===== src/rtl/lib_switchblock_pkg.sv =====
// Shared definitions for the DEM switching-block tree and its controller.
package lib_switchblock_pkg;

    localparam int INPUT_WIDTH = 8;
    localparam int TREE_DEPTH  = 3;
    localparam int NUM_LEAVES  = 8;
    // Eight leaves need three guard bits so their sum cannot overflow.
    localparam int SUM_W       = INPUT_WIDTH + 3;

    typedef enum logic [1:0] {
        StIdle  = 2'd0,
        StRun   = 2'd1,
        StDrain = 2'd2,
        StFault = 2'd3
    } ctrl_state_t;

endpackage


===== src/rtl/dem_tag_pipe.sv =====
// Fixed-latency delay line carrying a valid bit and a sample, with synchronous flush.
module dem_tag_pipe #(
    parameter int DEPTH = 3,
    parameter int WIDTH = 8
) (
    input  logic             clk,
    input  logic             reset,
    input  logic             flush,
    input  logic             in_valid,
    input  logic [WIDTH-1:0] in_data,
    output logic             out_valid,
    output logic [WIDTH-1:0] out_data
);

    logic             valid_sr [DEPTH];
    logic [WIDTH-1:0] data_sr  [DEPTH];

    // Shift one slot per cycle; reset and flush empty every slot.
    always_ff @(posedge clk) begin
        if (reset || flush) begin
            for (int i = 0; i < DEPTH; i++) begin
                valid_sr[i] <= 1'b0;
                data_sr[i]  <= '0;
            end
        end else begin
            valid_sr[0] <= in_valid;
            data_sr[0]  <= in_data;
            for (int i = 1; i < DEPTH; i++) begin
                valid_sr[i] <= valid_sr[i-1];
                data_sr[i]  <= data_sr[i-1];
            end
        end
    end

    assign out_valid = valid_sr[DEPTH-1];
    assign out_data  = data_sr[DEPTH-1];

endmodule


===== src/rtl/dem_tree_ctrl.sv =====
// Sequencing controller for the 3-layer DEM tree: intake, clamp, latency tracking,
// output registration, sum-conservation check and event counters.
module dem_tree_ctrl #(
    parameter int INPUT_WIDTH = lib_switchblock_pkg::INPUT_WIDTH,
    parameter int NUM_OUT     = lib_switchblock_pkg::NUM_LEAVES,
    parameter int TREE_LAT    = 3,
    parameter int CLAMP_HI    = 2**(INPUT_WIDTH-1) - 1,
    parameter int CLAMP_LO    = -(2**(INPUT_WIDTH-1) - 1),
    parameter int IDLE_CODE   = 0,
    parameter int CNT_W       = 16
) (
    input  logic                           clk_i,
    input  logic                           reset_i,
    input  logic                           enable_i,
    input  logic                           clear_i,
    input  logic                           in_valid_i,
    input  logic [INPUT_WIDTH-1:0]         in_data_i,
    output logic                           in_ready_o,
    output logic [INPUT_WIDTH-1:0]         tree_x_o,
    output logic                           tree_rst_o,
    input  logic [NUM_OUT*INPUT_WIDTH-1:0] tree_out_i,
    output logic                           out_valid_o,
    output logic [NUM_OUT*INPUT_WIDTH-1:0] out_data_o,
    output logic [1:0]                     state_o,
    output logic                           err_o,
    output logic [CNT_W-1:0]               sample_cnt_o,
    output logic [7:0]                     clamp_cnt_o,
    output logic [7:0]                     underrun_cnt_o
);

    import lib_switchblock_pkg::*;

    localparam int SumW   = INPUT_WIDTH + 3;
    localparam int ExtW   = SumW - INPUT_WIDTH;
    localparam int DrainW = $clog2(TREE_LAT + 1) + 1;

    ctrl_state_t                   state, state_next;
    logic [DrainW-1:0]             drain_cnt;
    logic                          accept, flush, mismatch;
    logic signed [INPUT_WIDTH-1:0] clamped;
    logic                          was_clamped;
    logic                          acc_tag;
    logic                          tag_valid;
    logic [INPUT_WIDTH-1:0]        tag_data;
    logic signed [SumW-1:0]        leaf_sum, tag_ext;

    assign in_ready_o = (state == StRun);
    assign accept     = in_valid_i && in_ready_o;
    assign state_o    = state;

    // Saturate the incoming sample into [CLAMP_LO, CLAMP_HI].
    always_comb begin
        clamped = $signed(in_data_i);
        if ($signed(in_data_i) > CLAMP_HI) begin
            clamped = INPUT_WIDTH'(CLAMP_HI);
        end else if ($signed(in_data_i) < CLAMP_LO) begin
            clamped = INPUT_WIDTH'(CLAMP_LO);
        end
        was_clamped = (clamped != $signed(in_data_i));
    end

    // Sum the sign-extended leaves and compare with the sample that produced them.
    always_comb begin
        leaf_sum = '0;
        for (int k = 0; k < NUM_OUT; k++) begin
            leaf_sum = leaf_sum + $signed({{ExtW{tree_out_i[k*INPUT_WIDTH+INPUT_WIDTH-1]}},
                                           tree_out_i[k*INPUT_WIDTH +: INPUT_WIDTH]});
        end
        tag_ext  = $signed({{ExtW{tag_data[INPUT_WIDTH-1]}}, tag_data});
        mismatch = tag_valid && (state != StIdle) && (leaf_sum != tag_ext);
    end

    // Next-state logic; a mismatch outranks both the drain request and drain completion.
    always_comb begin
        state_next = state;
        unique case (state)
            StIdle: begin
                if (enable_i) state_next = StRun;
            end
            StRun: begin
                if (mismatch)       state_next = StFault;
                else if (!enable_i) state_next = StDrain;
            end
            StDrain: begin
                if (mismatch)                             state_next = StFault;
                else if (drain_cnt == DrainW'(TREE_LAT)) state_next = StIdle;
            end
            StFault: begin
                if (clear_i) state_next = StIdle;
            end
            default: state_next = StIdle;
        endcase
    end

    // In-flight tags are discarded whenever the controller parks in IDLE or FAULT.
    assign flush = (state_next == StIdle) || (state_next == StFault);

    // State register and drain-cycle counter.
    always_ff @(posedge clk_i) begin
        if (reset_i) begin
            state     <= StIdle;
            drain_cnt <= '0;
        end else begin
            state     <= state_next;
            drain_cnt <= (state == StDrain) ? drain_cnt + DrainW'(1) : '0;
        end
    end

    // Tree drive: registered sample/idle code, tree reset and the first tag stage.
    always_ff @(posedge clk_i) begin
        if (reset_i) begin
            tree_x_o   <= INPUT_WIDTH'(IDLE_CODE);
            tree_rst_o <= 1'b1;
            acc_tag    <= 1'b0;
        end else begin
            tree_x_o   <= accept ? clamped : INPUT_WIDTH'(IDLE_CODE);
            tree_rst_o <= flush;
            acc_tag    <= accept && !flush;
        end
    end

    // tree_x_o acts as the first stage, so the pipe adds the remaining TREE_LAT cycles.
    dem_tag_pipe #(
        .DEPTH (TREE_LAT),
        .WIDTH (INPUT_WIDTH)
    ) u_tag_pipe (
        .clk       (clk_i),
        .reset     (reset_i),
        .flush     (flush),
        .in_valid  (acc_tag),
        .in_data   (tree_x_o),
        .out_valid (tag_valid),
        .out_data  (tag_data)
    );

    // Output register and sticky fault; a bad slot never raises out_valid_o.
    always_ff @(posedge clk_i) begin
        if (reset_i) begin
            out_valid_o <= 1'b0;
            out_data_o  <= '0;
            err_o       <= 1'b0;
        end else begin
            out_valid_o <= tag_valid && !mismatch;
            if (tag_valid && !mismatch) begin
                out_data_o <= tree_out_i;
            end
            if (mismatch) begin
                err_o <= 1'b1;
            end else if (clear_i) begin
                err_o <= 1'b0;
            end
        end
    end

    // Saturating event counters; clear wins over a same-cycle increment.
    always_ff @(posedge clk_i) begin
        if (reset_i || clear_i) begin
            sample_cnt_o   <= '0;
            clamp_cnt_o    <= '0;
            underrun_cnt_o <= '0;
        end else begin
            if (accept && (sample_cnt_o != '1)) begin
                sample_cnt_o <= sample_cnt_o + CNT_W'(1);
            end
            if (accept && was_clamped && (clamp_cnt_o != '1)) begin
                clamp_cnt_o <= clamp_cnt_o + 8'd1;
            end
            if ((state == StRun) && !in_valid_i && (underrun_cnt_o != '1)) begin
                underrun_cnt_o <= underrun_cnt_o + 8'd1;
            end
        end
    end

endmodule


===== config.mk =====
export PLATFORM = sky130hd
export DESIGN_NAME = dem_tree_ctrl
export DESIGN_NICKNAME = d
export VERILOG_FILES = /design/src/rtl/lib_switchblock_pkg.sv /design/src/rtl/dem_tag_pipe.sv /design/src/rtl/dem_tree_ctrl.sv
export SDC_FILE = /design/constraint.sdc
export NUM_CORES = 1
export LEC_CHECK = 0
export ABC_AREA = 1
export CAP_MARGIN = 10
export CORE_ASPECT_RATIO = 1.75
export CORE_MARGIN = 5
export CORE_UTILIZATION = 49
export CTS_CLUSTER_SIZE = 30
export DETAILED_ROUTE_END_ITERATION = 16
export PLACE_DENSITY = 0.84
export RECOVER_POWER = 50
export SETUP_SLACK_MARGIN = 0.2
export SYNTH_ARGS = -nofsm -noshare
export SYNTH_HDL_FRONTEND = slang
export SYNTH_HIERARCHICAL = 1
export SYNTH_SLANG_ARGS = --single-unit

===== constraint.sdc =====
create_clock -name clk_i -period 7.95 [get_ports clk_i]
set_clock_uncertainty 0.1 [all_clocks]
set_input_delay 1.59 -clock clk_i [delete_from_list [all_inputs] [get_ports clk_i]]
set_output_delay 1.59 -clock clk_i [all_outputs]
set_load 0.1 [all_outputs]

After elaboration in Yosys (flattened, before gate mapping)
Memory sizes are Yosys's and may differ from the RTL's.
Cells that the tools add are included.
{ "classes": {"add_sub_neg": 11, "n_lt_le_gt_ge": 2, "eq_ne": 10, "mux": 20, "n_bitwise": 8, "n_reduce_logical": 22} }
{ "op_table": {"columns": ["operator", "n"], "rows": [
  ["11-bit by 8-bit adder with 11-bit output", 4],
  ["8-bit two-way mux", 5],
  ["16-bit by 1-bit adder with 16-bit output, second input constant", 1],
  ["8-bit by 1-bit adder with 8-bit output, second input constant", 2],
  ["16-bit inequality test, second input constant", 1],
  ["8-bit inequality test, second input constant", 2],
  ["2-bit two-way mux", 6],
  ["10-bit by 8-bit adder with 11-bit output", 1],
  ["11-bit by 8-bit inequality test with 1-bit output", 1],
  ["9-bit by 8-bit adder with 10-bit output", 1],
  ["1-bit logical AND", 10],
  ["8-bit by 8-bit adder with 9-bit output", 1],
  ["8-bit greater-than comparator, second input constant", 1],
  ["8-bit < comparator, second input constant", 1],
  ["1-bit two-way mux", 8],
  ["8-bit inequality test", 1],
  ["2-bit one-hot mux with 4 select lines", 1],
  ["2-bit equality test, second input constant", 3],
  ["1-bit bitwise OR", 6],
  ["2-bit zero test", 2],
  ["2-bit nonzero test", 2],
  ["2-bit OR reduction", 2],
  ["3-bit by 1-bit adder with 3-bit output, second input constant", 1],
  ["3-bit by 2-bit equality test with 1-bit output, second input constant", 1],
  ["4 further kinds", 9]
]} }
{ "totals": {"ff_bits": 113, "mem_bits_rw": 27, "in_bits": 77, "out_inout_bits": 110, "word_cells": 86, "mem_count": 2} }
{ "memory_table": {"columns": ["name", "depth", "width", "rd", "rd_clocked_by_memory_dff", "wr", "line_no", "source"], "rows": [
  ["u_tag_pipe.data_sr", 3, 8, 3, 0, 3, "dem_tag_pipe.sv:16", "logic [WIDTH-1:0] data_sr [DEPTH];"],
  ["u_tag_pipe.valid_sr", 3, 1, 3, 0, 3, "dem_tag_pipe.sv:15", "logic valid_sr [DEPTH];"]
]} }

Depth between registers and ports, before layout
Gate-level depths: netlist of run 1.
{ "depth": {"word_depth": 17, "mapped_depth": 30, "mapped_depth_nobuf": 29} }

Cells and area by module
The synthesis of run 1 kept the hierarchy.
{ "by_module_without_submodules": {"columns": ["mod", "n_inst", "cells_per_inst", "area_per_inst_um2", "seq_area_each_um2"], "rows": [
  ["dem_tree_ctrl", 1, 811, 6281.0, 2262.2],
  ["dem_tag_pipe", 1, 94, 927.1, 540.5]
]} }

Least setup slack after synthesis of run 1
No wires, ideal clock.
{ "synth_timing": {"path_type": "input -> register", "from": "in tree_out_i[2]", "to": "mem u_tag_pipe.data_sr[1][4] (netlist: u_tag_pipe/data_sr[0][12])", "setup_time_ns": 0.111, "arrival_ns": 5.896, "required_ns": 7.739, "path_slack_ns": 1.843, "path_stages": 26, "n_path_buf": 1, "path_cell_list": "fa_1 -> inv_1 -> fa_1 -> fa_1 -> fa_1 -> inv_1 -> ha_1 -> fa_1 -> or2_1 -> nand3b_1 -> nand2_1 -> nor2_1 -> nand3_1 -> nor2_1 -> nand3_2 -> nand2_4 -> nand2_1 -> nand2_1 -> nand2_1 -> nand2_1 -> nand3_1 -> nand2_1 -> inv_2 -> nand2_4 -> buf_8 -> nor2_2"} }
{ "synth_lines": {"columns": ["item", "line_no", "source"], "rows": [
  ["from (decl)", "dem_tree_ctrl.sv:21", "input logic [NUM_OUT*INPUT_WIDTH-1:0] tree_out_i,"],
  ["to (decl)", "dem_tag_pipe.sv:16", null]
]} }

==> impl_metrics.json, run 1 <==
{
  "crit_path_top_delay_cell": "fa_1",
  "ir_worst_vdd_mv": 0.195,
  "die_h_um": 170,
  "gp_congestion": 0.848,
  "final-hold-violation-count": 0,
  "place_inst": 1244,
  "clockBufferDepth": 2,
  "placed_cell_area_mm2": 0.00911,
  "arrival_ns": 6.85,
  "maxCapViolations": 0,
  "wl_per_cell_um": 14.4,
  "slew_headroom_pct": 29.9,
  "stdcell_count": 1276,
  "dieWidth_um": 102,
  "ys_seq_area_share_pct": 38.9,
  "path_class": "in2reg",
  "synth_edf_count": 0,
  "io_pins": 187,
  "htreeDepth": 4,
  "fin_area_mm2": 0.00971,
  "slew_viol_final": 0,
  "setup_viol": 0,
  "nets": 1228,
  "ys_warn_count": 6,
  "rows": 58,
  "post_cts_buffers": 0,
  "antenna_found_initial": 0,
  "r2r_start": "sample_cnt_o[0]",
  "gr-total-overflow": 0,
  "drt-total-wl_um": 18300,
  "max_stage_delay_ns": 0.61,
  "fin_crit_sh_pct": 83.9,
  "synth_area_per_cell_um2": 7.96,
  "rsz0062_at_grt": "no",
  "worst_pin_slew_ns": 1.05,
  "synthTopCellsByArea": "dfxtp_1 (39%), fa_1 (14%), inv_1 (8.9%)",
  "antenna_left": 0,
  "status": "complete, no violations",
  "post_route_cells_drive_above_1_share_pct": 6.30,
  "synthArstFlopShare_pct": 0,
  "cts_made_buffers": 17,
  "ff2ff_path_depth": 13,
  "syn_nets": 1050,
  "firstDrtPassIters": 5,
  "cts-resized-gates": 0,
  "pwr_density_cell_mw_per_mm2": 271,
  "core_mm2": 0.0144,
  "cp-startpoint": "tree_out_i[26]",
  "syn_to_final_growth_pct": 34.8,
  "hpwl_um": 14000,
  "drcViolationCount": 0,
  "initialDrtViolationCount": 154,
  "start_kind": "input pin",
  "finalCriticalPeriod_ns": 6.67,
  "required_ns": 8.13,
  "hold_class": "reg2reg",
  "fillers": 1135,
  "grt_pass1_vias": 6479,
  "p_total_mw": 2.63,
  "fin_util_pct": 67.3,
  "p_leak_nw": 4.31,
  "cts.sinks": 140,
  "hold_depth": 2,
  "grtUsageTotal_pct": 22.0,
  "fmax_ghz": 0.150,
  "synth-main-ff-cell": "dfxtp_1",
  "viasPerCell": 4.92,
  "reg2reg_setup_slack_ns": 5.63,
  "portBuffers": 186,
  "postSynthCellCount": 905,
  "worstReg2RegEnd": "sample_cnt_o[15]",
  "path_common_cell": "nand2_1",
  "clk_latency_ns": 0.41,
  "crit_buf_inv": 4,
  "grt_max_degree": 65,
  "endpoint_kind": "register",
  "critPathTopFamily": "adder cells",
  "synth-seq-cells": 140,
  "start_util_pct": 49.9,
  "crit_fanout": 27,
  "cts_root_buf": "clkbuf_16",
  "num_vias": 6273,
  "synth_top_area_share_pct": 38.9,
  "n_antenna_cell": 0,
  "yosys.cell_types.count": 40,
  "path_clk_slew_ns": 0.06,
  "critical_path_depth": 26,
  "crit_path_end": "u_tag_pipe/valid_sr[0][1]",
  "cts-hold-fix-buffers": 0,
  "dieArea_mm2": 0.0173,
  "grt_pass1_wl_um": 30100,
  "tritoncts": "yes",
  "synth.largest_area_cell": "dfxtp_1",
  "synth_area_mm2": 0.00721,
  "fin_setup_tns_ns": 0
}
-- flip-flops by register name, summed over array words and instances, names as in the netlist, 2 cells and up --
signal and count:
state_o 2, u_tag_pipe/data_sr 24, tree_x_o 8, sample_cnt_o 16
clamp_cnt_o 8, u_tag_pipe/valid_sr 3, drain_cnt 3, underrun_cnt_o 8
out_data_o 64
-- cells by family (layout without fill, tap and decap cells) --
group,count (synthesis),after routing,share of synthesized area (%)
flops,140,140,38.9
fa+ha+maj,68,68,17.1
compound gates,141,141,10.1
xor+xnor,7,7,0.851
simple gates,343,343,20.6
buf+inv,206,397,12.4
-- per-stage QoR --
stage	hold WS [ns]	setup WS, ns
floorplan	0.294	1.84
global placement	0.295	0.982
detailed placement	0.300	0.848
CTS	0.311	1.24
global route	0.321	0.968
finish	0.305	1.28
-- synth_stat cells, types with 2 or more instances --
cell,number
nand2_4,3
inv_1,171
o21a_1,2
nor2_2,17
dfxtp_1,140
inv_2,2
xnor2_1,3
nand3_1,26
or2_1,2
fa_1,51
nor3_1,14
xor2_1,4
clkbuf_1,8
nor2_4,6
buf_1,2
buf_4,13
nand4_1,3
nand3b_1,2
nand2_1,119
o21ai_0,64
a21oi_1,47
o21ai_1,21
buf_6,5
ha_1,17
nor4_1,2
nor2_1,146
a31oi_1,2
-- where the power goes --
group	switching (mW)	internal, mW	total (mW)
combinational	0.673	0.432	1.10
clock	0.312	0.504	0.817
sequential	0.00362	0.707	0.711
total	0.989	1.64	2.63
-- layer usage --
layer	wire, um	GRT usage [%]
met1	6530	23.3
met2	9720	39.9
met3	1300	5.09
met4	799	11.2
met5	0	0
-- worst min-delay path by stage --
| stage | start | endpoint | slack [ns] |
|---|---|---|---|
| after floorplan | u_tag_pipe/data_sr[0][13] | u_tag_pipe/data_sr[0][21] | 0.29 |
| after global placement | u_tag_pipe/data_sr[0][15] | u_tag_pipe/data_sr[0][23] | 0.30 |
| after detailed placement | acc_tag | u_tag_pipe/valid_sr[0][0] | 0.30 |
| after CTS | acc_tag | u_tag_pipe/valid_sr[0][0] | 0.31 |
| after global routing | acc_tag | u_tag_pipe/valid_sr[0][0] | 0.32 |
| final | u_tag_pipe/data_sr[0][13] | u_tag_pipe/data_sr[0][21] | 0.31 |
-- tightest hold or removal path: stages, from the launching register on --
cell and delay [ns]:
dfxtp_1 0.29, inv_1 0.04, nor2_1 0.03
-- cells in the final DEF (no fill, tap or decap), drive strengths merged, types with 3 or more instances in the layout --
master / count
nand3: 27
buf: 4
dlygate4sd3: 92
clkbuf: 20
a21oi: 48
dfxtp: 140
nand2: 123
inv: 176
nor3: 15
xnor2: 3
ha: 17
bufinv: 3
clkinv: 4
fa: 51
o21ai: 85
clkinvlp: 4
nor2: 169
nand4: 3
xor2: 4
clkdlybuf4s50: 94
-- final cells by class --
type | count | area [um2] | area share [%]
flip-flops and latches | 140 | 2800 | 28.9
well taps | 180 | 225 | 2.32
clock inverters | 13 | 165 | 1.70
repair buffers | 191 | 1910 | 19.6
inverters | 174 | 656 | 6.75
multi-input cells | 559 | 3510 | 36.2
clock buffers | 19 | 443 | 4.56
Power figures use the tool's default switching activity.
==> inputs of run 2 (changes only) <==
==> constraint.sdc (replaced) <==
create_clock -name clk_i -period 6.3 [get_ports clk_i]
set_clock_uncertainty 0.1 [all_clocks]
set_input_delay 1.26 -clock clk_i [delete_from_list [all_inputs] [get_ports clk_i]]
set_output_delay 1.26 -clock clk_i [all_outputs]
set_load 0.1 [all_outputs]
==> impl_metrics.json, run 2 (synthesis results as in run 1) <==
{
  "drt-total-wl_um": 19500,
  "final-hold-violation-count": 0,
  "rows": 58,
  "grt_use_met1_pct": 21.5,
  "dieArea_mm2": 0.0173,
  "slew_headroom_pct": 28.8,
  "gr-max-usage-layer": "met2",
  "crit_fanout": 6,
  "worst_pin_slew_ns": 1.07,
  "grt.met2_usage_pct": 42.1,
  "antenna_left": 0,
  "p_leak_nw": 4.53,
  "fin_crit_sh_pct": 94.3,
  "max_stage_delay_ns": 0.63,
  "fmax_ghz": 0.168,
  "syn_to_final_growth_pct": 39.6,
  "biggestRegsByFlops": "out_data_o x64, u_tag_pipe/data_sr x24, sample_cnt_o x16",
  "hpwl_um": 14100,
  "slew_viol_final": 0,
  "grt_max_degree": 65,
  "clk_latency_ns": 0.42,
  "io_pins": 187,
  "antenna_found_initial": 0,
  "cts_root_buf": "clkbuf_16",
  "post_route_cells_drive_above_1_share_pct": 10.3,
  "finalCriticalPeriod_ns": 5.94,
  "gp_congestion": 0.877,
  "arrival_ns": 6.16,
  "hold_class": "reg2reg",
  "path_class": "in2reg",
  "cts-hold-fix-buffers": 0,
  "final_common_cell": "inv_1",
  "intPower_mw": 2.18,
  "nets": 1244,
  "cts.sinks": 140,
  "start_kind": "input pin",
  "clockBufferDepth": 2,
  "num_vias": 6407,
  "viasPerCell": 4.96,
  "drcViolationCount": 0,
  "crit_path_end": "u_tag_pipe/data_sr[0][4]",
  "power_frac_seq_pct": 25.3,
  "ir_worst_vdd_mv": 0.254,
  "r2r_start": "sample_cnt_o[0]",
  "die_h_um": 170,
  "firstDrtPassIters": 4,
  "grtUsageTotal_pct": 22.2,
  "largest-register": "out_data_o",
  "path_clk_slew_ns": 0.06,
  "use_met3_pct": 4.92,
  "setup_viol": 0,
  "status": "complete, no violations",
  "initialDrtViolationCount": 172,
  "start_util_pct": 49.9,
  "p_sw_share_pct": 38.5,
  "endpoint_kind": "register",
  "gr-total-overflow": 0,
  "rsz0062_at_grt": "no",
  "pwr-share-clk_pct": 28.8,
  "final_cell_mix": "inv_1 (168), nor2_1 (143), dfxtp_1 (140)",
  "cts_made_buffers": 17,
  "tritoncts": "yes",
  "portBuffers": 186,
  "fin_util_pct": 69.7,
  "cp-startpoint": "tree_out_i[41]",
  "core_mm2": 0.0144,
  "largest_register_ffs": 64,
  "p_total_mw": 3.55,
  "dieWidth_um": 102,
  "grt_pass1_wl_um": 30200,
  "pwr-share-comb_pct": 45.9,
  "required_ns": 6.52,
  "p_sw_mw": 1.37,
  "worstReg2RegEnd": "sample_cnt_o[15]",
  "path_common_cell": "nand2_1",
  "maxCapViolations": 0,
  "pwr_density_cell_mw_per_mm2": 353,
  "ff2ff_path_depth": 13,
  "grt_pass1_vias": 6622,
  "htreeDepth": 4,
  "reg2reg_setup_slack_ns": 3.97,
  "crit_path_top_delay_cell": "fa_2",
  "n_antenna_cell": 0,
  "wl_per_cell_um": 15.1
}
## run 2: cell types whose count changed in the layout (fill, tap and decap cells not counted), moves of 4 or more
cell and delta:
dlymetal6s2s_1 +12, buf_4 +10, nand3_1 -4, nand2_2 +4, clkdlybuf4s50_1 -17, fa_1 -10
fa_2 +10, ha_1 -5, dlygate4sd2_1 +5, nand2_1 -4, nand3_2 +4
## run 2: layer usage
metal  vias up  part of all wire [%]
met3        56                   6.4
li1       3155                     -
met2       229                    55
met1      2967                    34
met4         0                   4.9
met5         -                     0
## run 2: metrics by stage
stage          TNS [ns]  cells  setup slack [ns]  hold slack [ns]  cell area (um2)
6_report              0   1292             0.359            0.309            10100
5_1_grt               0   1292            0.0942            0.331            10100
3_3_place_gp      -3.57   1255            -0.144            0.295             9230
4_1_cts               0   1288             0.224            0.311             9850
2_1_floorplan         0    905             0.523            0.294             7210
3_5_place_dp     -11.98   1255            -0.295            0.298             9230
## run 2: how the worst min path moves through the flow
stage / start / endpoint / slack (ns) / cells past startpoint
5_1_grt: u_tag_pipe/data_sr[0][14] / u_tag_pipe/data_sr[0][22] / 0.33 / 2
3_5_place_dp: acc_tag / u_tag_pipe/valid_sr[0][0] / 0.30 / 2
2_1_floorplan: u_tag_pipe/data_sr[0][13] / u_tag_pipe/data_sr[0][21] / 0.29 / 2
4_1_cts: u_tag_pipe/valid_sr[0][1] / u_tag_pipe/valid_sr[0][2] / 0.31 / 2
3_3_place_gp: u_tag_pipe/data_sr[0][15] / u_tag_pipe/data_sr[0][23] / 0.30 / 2
6_report: u_tag_pipe/valid_sr[0][1] / u_tag_pipe/valid_sr[0][2] / 0.31 / 2
## run 2: power by group through the flow
stage / logic, mW / clock network (mW) / registers, mW
final: 1.63 / 1.02 / 0.897
after global routing: 1.83 / 1.08 / 0.898
after CTS: 1.45 / 1.04 / 0.898
after detailed placement: 1.40 / 0 / 0.917
after global placement: 1.35 / 0 / 0.917
after floorplan: 1.03 / 0 / 0.960
## run 2: cell type report
cell class	instances	area (um2)
Clock buffer	19	433
Sequential cell	140	2800
Inverter	174	656
Tap cell	180	225
Clock inverter	13	166
Multi-Input combinational cell	559	3630
Timing Repair Buffer	207	2140
Fill cell	1049	4380
## run 2: critical path, delay by kind of cell
family	cells	cell delay, ns
buffers and inverters	7	0.90
adder cells (fa/ha/maj)	6	2.63
AND/OR/NAND/NOR	16	1.37
## run 2: repair_timing
item	CTS	global route
gates cloned	1	2
buffers inserted	0	2
resized for setup	8	42
setup endpoints to repair	29	92
hold endpoints to repair	0	0
pin swaps	4	19
